<file path="config.mk">
export PLATFORM = sky130hd
export DESIGN_NAME = blake2s_wb_bridge
export DESIGN_NICKNAME = d
export VERILOG_FILES = /design/src/rtl/blake2s_wb_bridge.sv
export SDC_FILE = /design/constraint.sdc
export NUM_CORES = 1
export LEC_CHECK = 0
export ABC_AREA = 1
export CORE_AREA = 2 2 105 107
export DETAILED_ROUTE_END_ITERATION = 7
export DIE_AREA = 0 0 107 109
export GPL_ROUTABILITY_DRIVEN = 0
export HOLD_SLACK_MARGIN = 0.08
export PLACE_DENSITY = 0.77
export REMOVE_ABC_BUFFERS = 1
export SLEW_MARGIN = 10
export SYNTH_ARGS = -nofsm -noshare
export SYNTH_HDL_FRONTEND = slang
export SYNTH_SLANG_ARGS = --single-unit
</file>
<file path="constraint.sdc">
create_clock -name wb_clk_i -period 2.6 [get_ports wb_clk_i]
set_input_delay 0.39 -clock wb_clk_i [delete_from_list [all_inputs] [get_ports wb_clk_i]]
set_output_delay 0.39 -clock wb_clk_i [all_outputs]
set_load 0.01 [all_outputs]
</file>
<file path="src/rtl/blake2s_wb_bridge.sv">
// Wishbone classic slave bridge onto the BLAKE2s core register bus: one core access per bus cycle,
// window/partial-write filtering with error ack, and a reset-deassertion synchronizer for the core.
module blake2s_wb_bridge #(
    parameter logic [7:0] BASE_ADDR = 8'h30,
    parameter int         READ_LAT  = 1
) (
    input  logic        wb_clk_i,
    input  logic        wb_rst_i,
    input  logic        wbs_cyc_i,
    input  logic        wbs_stb_i,
    input  logic        wbs_we_i,
    input  logic [3:0]  wbs_sel_i,
    input  logic [31:0] wbs_adr_i,
    input  logic [31:0] wbs_dat_i,
    output logic        wbs_ack_o,
    output logic [31:0] wbs_dat_o,
    output logic        core_reset_n_o,
    output logic        core_cs_o,
    output logic        core_we_o,
    output logic [7:0]  core_address_o,
    output logic [31:0] core_write_data_o,
    input  logic [31:0] core_read_data_i,
    output logic [7:0]  err_count_o
);

    typedef enum logic [2:0] {
        S_IDLE,
        S_ISSUE,
        S_RWAIT,
        S_ACK,
        S_ERRACK
    } state_t;

    state_t      state;
    state_t      state_d;
    logic [1:0]  lat_cnt;
    logic [1:0]  lat_cnt_d;
    logic        we_q;
    logic        capture;
    logic        req;
    logic        reject;
    logic        rst_meta;

    // Only the window byte and the word index take part in decoding.
    logic unused_adr;
    assign unused_adr = ^{wbs_adr_i[23:10], wbs_adr_i[1:0]};

    always_ff @(posedge wb_clk_i or posedge wb_rst_i) begin
        if (wb_rst_i) begin
            rst_meta       <= 1'b0;
            core_reset_n_o <= 1'b0;
        end else begin
            rst_meta       <= 1'b1;
            core_reset_n_o <= rst_meta;
        end
    end

    assign req    = wbs_cyc_i & wbs_stb_i & core_reset_n_o;
    assign reject = (wbs_adr_i[31:24] != BASE_ADDR) | (wbs_we_i & (wbs_sel_i != 4'hF));

    always_comb begin
        state_d   = state;
        lat_cnt_d = lat_cnt;
        capture   = 1'b0;
        case (state)
            S_IDLE: begin
                if (req) begin
                    state_d = reject ? S_ERRACK : S_ISSUE;
                end
            end
            S_ISSUE: begin
                if (!wbs_cyc_i) begin
                    state_d = S_IDLE;
                end else if (we_q) begin
                    state_d = S_ACK;
                end else begin
                    state_d   = S_RWAIT;
                    lat_cnt_d = 2'(READ_LAT);
                end
            end
            S_RWAIT: begin
                // An abandoned read is dropped without touching the held read data.
                if (!wbs_cyc_i) begin
                    state_d = S_IDLE;
                end else if (lat_cnt == 2'd1) begin
                    capture = 1'b1;
                    state_d = S_ACK;
                end else begin
                    lat_cnt_d = lat_cnt - 2'd1;
                end
            end
            S_ACK:    state_d = S_IDLE;
            S_ERRACK: state_d = S_IDLE;
            default:  state_d = S_IDLE;
        endcase
    end

    always_ff @(posedge wb_clk_i or posedge wb_rst_i) begin
        if (wb_rst_i) begin
            state             <= S_IDLE;
            lat_cnt           <= 2'd0;
            we_q              <= 1'b0;
            wbs_ack_o         <= 1'b0;
            wbs_dat_o         <= 32'd0;
            core_cs_o         <= 1'b0;
            core_we_o         <= 1'b0;
            core_address_o    <= 8'd0;
            core_write_data_o <= 32'd0;
            err_count_o       <= 8'd0;
        end else begin
            state     <= state_d;
            lat_cnt   <= lat_cnt_d;
            // Outputs are decoded from the next state so they line up with it cycle for cycle.
            core_cs_o <= (state_d == S_ISSUE);
            core_we_o <= (state_d == S_ISSUE) & wbs_we_i;
            wbs_ack_o <= (state_d == S_ACK) | (state_d == S_ERRACK);
            if (state == S_IDLE && state_d == S_ISSUE) begin
                we_q              <= wbs_we_i;
                core_address_o    <= wbs_adr_i[9:2];
                core_write_data_o <= wbs_dat_i;
            end
            if (capture) begin
                wbs_dat_o <= core_read_data_i;
            end else if (state_d == S_ERRACK) begin
                wbs_dat_o <= 32'd0;
            end
            if (state_d == S_ERRACK && err_count_o != 8'hFF) begin
                err_count_o <= err_count_o + 8'd1;
            end
        end
    end

endmodule

</file>
==> out/metrics.cfg <==
[floorplan]
io_pins = 189
die_w_microns = 107
core-area_sq_um = 10600
rows = 38
die_h_microns = 109
start_util = 0.361
dieArea_sq_um = 11700

[setup_path]
reg2reg_to = wbs_dat_o[1]
reg2regPathDepth = 6
startpoint_type = flip-flop
slowest_stage = inv_1
crit_chain = ha_1 > nand2_1 > nor2_2 > inv_1 > nand3_1 > nand2_1
max_stage_delay_ns = 0.71
r2r_setup_slack_ns = 0.79
arrival_ns = 2.10
endpoint_kind = flip-flop
crit_fanout = 32
r2r-start = lat_cnt[0]
worst_path_most_repeated_cell = nand2_1
worstPathRequired_ns = 2.89
critPathKind = flip-flop to flip-flop

[timing]
finalCritPeriodShare = 0.695
max_freq_mhz = 553
holdWs_ns = 0.328
max_slew_margin = 0.342
final_max_slew_viol_count = 0
setup_tns_ns = 0
fin_crit_ns = 1.81
tightest_slew_ns = 0.985
setup_viol = 0
rsz0062_at_grt = no
finalHoldViolations = 0
clock_skew_ns = 0.00917

[place]
port_buffers = 172
dp_hpwl_mm = 7.26

[routing]
detail_route.wl_per_cell_microns = 13.5
drt-initial-drc-count = 221
drcViolationCount = 0
routed-via-count = 3514
wl_met2_mm = 5.23
wl_met1_mm = 4.23
vias_per_cell = 4.64
top_layer_used = met4
drtPass1Iterations = 4
wl_met3_microns = 547
wirelength_mm = 10.2
postRouteAntennaNets = 0

[power]
pwr-share-seq = 0.517
power.internal_uw = 2230
swShare = 0.230
comb_power_share = 0.128
power_density_nw_per_um2 = 496
p_leak_uw = 0.00293
p_sw_uw = 665
p_clk_frac = 0.355
vdd_drop_max_mv = 0.251

[clock_network]
ctsResizeCount = 0
clkSinkCount = 91
clock_latency_ns = 0.35
path_clk_slew_ns = 0.09
cts_buffer_depth = 2
cts_buffers = 9
cts.root.buffer_cell = clkbuf_8
tritoncts = yes
htree_levels = 3
postCtsSetupBuffers = 0
cts_hold_buf = 0

[min_path]
hold_class = input pin to async pin

[global_routing]
overflow = 0
grt_first_pass_wirelength_mm = 16.5
grt_pass1_vias = 3561
grt_max_degree = 47
grtUsageTotal = 0.178
antenna_found_initial = 0

[synthesis]
yosysWarnings = 0
synth_top_area_cell = dfrtp_1
yosysSeqAreaShare = 0.594
synth_top_area_frac = 0.594
synth.distinct_cells = 22
syn_avg_cell_area_sq_um = 8.65
synthTopCellsByArea = dfrtp_1, nand2_1, nand3_1
synth_area_sq_um = 3830
synthCells = 443
ys_ff_latch = 91

[finish]
layout.nets = 720
fill_cells = 940
multi_input_area_sq_um = 1340
seqCellArea_sq_um = 2280
syn_to_final_growth_pct = 52.6
diodes = 0
drive_gt1_frac = 0.0438

[run_status]
status = finished clean

[flow_run]
cap_viol_max_count = 0

[critical path: cells and delay by family (launching register included)]
family,cells,cell delay (ns)
and+or+nand+nor,4,0.41
buffers and inverters,1,0.71
adders and majority gates,1,0.22
DFF,1,0.40
[final cells by class]
class | instances | area share
well taps | 140 | 0.0300
multi-input cells | 314 | 0.229
inverters | 20 | 0.0133
flip-flops and latches | 91 | 0.389
repair buffers | 177 | 0.303
clock inverters | 2 | 0.0103
clock buffers | 13 | 0.0255
[worst max path at each step]
stage	cells after the start	to	from
detailed placement	6	wbs_dat_o[12]	wbs_cyc_i
global route	6	wbs_dat_o[18]	lat_cnt[0]
global placement	6	wbs_dat_o[18]	wbs_cyc_i
finish	6	wbs_dat_o[1]	lat_cnt[0]
floorplan	1	core_address_o[0]	wb_rst_i
CTS	6	wbs_dat_o[1]	lat_cnt[0]
[power by group through the flow]
stage	combinational (uW)	sequential, uW	clock [uW]
2_1_floorplan	113	1530	0
3_3_place_gp	362	1520	0
3_5_place_dp	374	1530	0
4_1_cts	377	1500	1070
5_1_grt	409	1500	1120
6_report	371	1500	1030
[per-layer routing]
metal / GRT usage / vias up
met5: 0 / -
met1: 0.208 / 1678
met4: 0.0788 / 0
li1: - / 1709
met2: 0.313 / 110
met3: 0.0424 / 17
[cells by family (layout without fill, tap and decap cells)]
kind of cell,Yosys count,after routing,synth area share
adder cells (fa/ha/maj),2,2,0.00653
AO/OA/AOI/OAI,6,6,0.00914
buffers and inverters,38,212,0.0565
other,1,1,0.000979
AND/OR/NAND/NOR,305,305,0.332
flip-flops,91,91,0.594
[registers in the layout, indices dropped and copies added, names as in the netlist, 2 cells and up]
| name | flops |
|---|---|
| core_write_data_o | 32 |
| wbs_dat_o | 32 |
| core_address_o | 8 |
| err_count_o | 8 |
| state | 3 |
| lat_cnt | 2 |
[layout by cell type, fill, tap and decap left out]
cell type / instances
nor3_1: 2
a21oi_1: 1
nor2_2: 1
clkinv_2: 2
nand3_2: 1
buf_12: 1
nand3b_1: 1
clkdlybuf4s50_1: 172
ha_1: 2
o21ai_0: 3
nor2_1: 14
inv_1: 18
nand2_4: 2
nand3_1: 38
a31oi_1: 1
nand2_1: 234
bufinv_16: 2
clkbuf_8: 10
o21ai_2: 1
buf_4: 4
clkbuf_1: 3
nand4_1: 9
conb_1: 1
nor2_4: 2
dfrtp_1: 91
nand3_4: 1
[metrics by stage]
stage | instances | power, uW | cell area [sq um] | setup slack (ns) | util
2_1_floorplan | 425 | 1640 | 3690 | -0.154 | -
3_3_place_gp | 742 | 1880 | 5640 | 0.585 | 0.532
3_5_place_dp | 742 | 1900 | 5640 | 0.512 | 0.532
4_1_cts | 757 | 2940 | 5850 | 0.765 | 0.552
5_1_grt | 757 | 3040 | 5850 | 0.614 | 0.552
6_report | 757 | 2900 | 5850 | 0.793 | 0.552
[cells in the mapped netlist (all sizes together)]
cell type and n:
nor3 2, buf 18, nor2 17, o21ai 4, nand3 40, a31oi 1
a21oi 1, dfrtp 91, nand4 9, nand2 236, inv 19, conb 1
nand3b 1, ha 2, clkinv 1
Power figures use the tool's default switching activity.
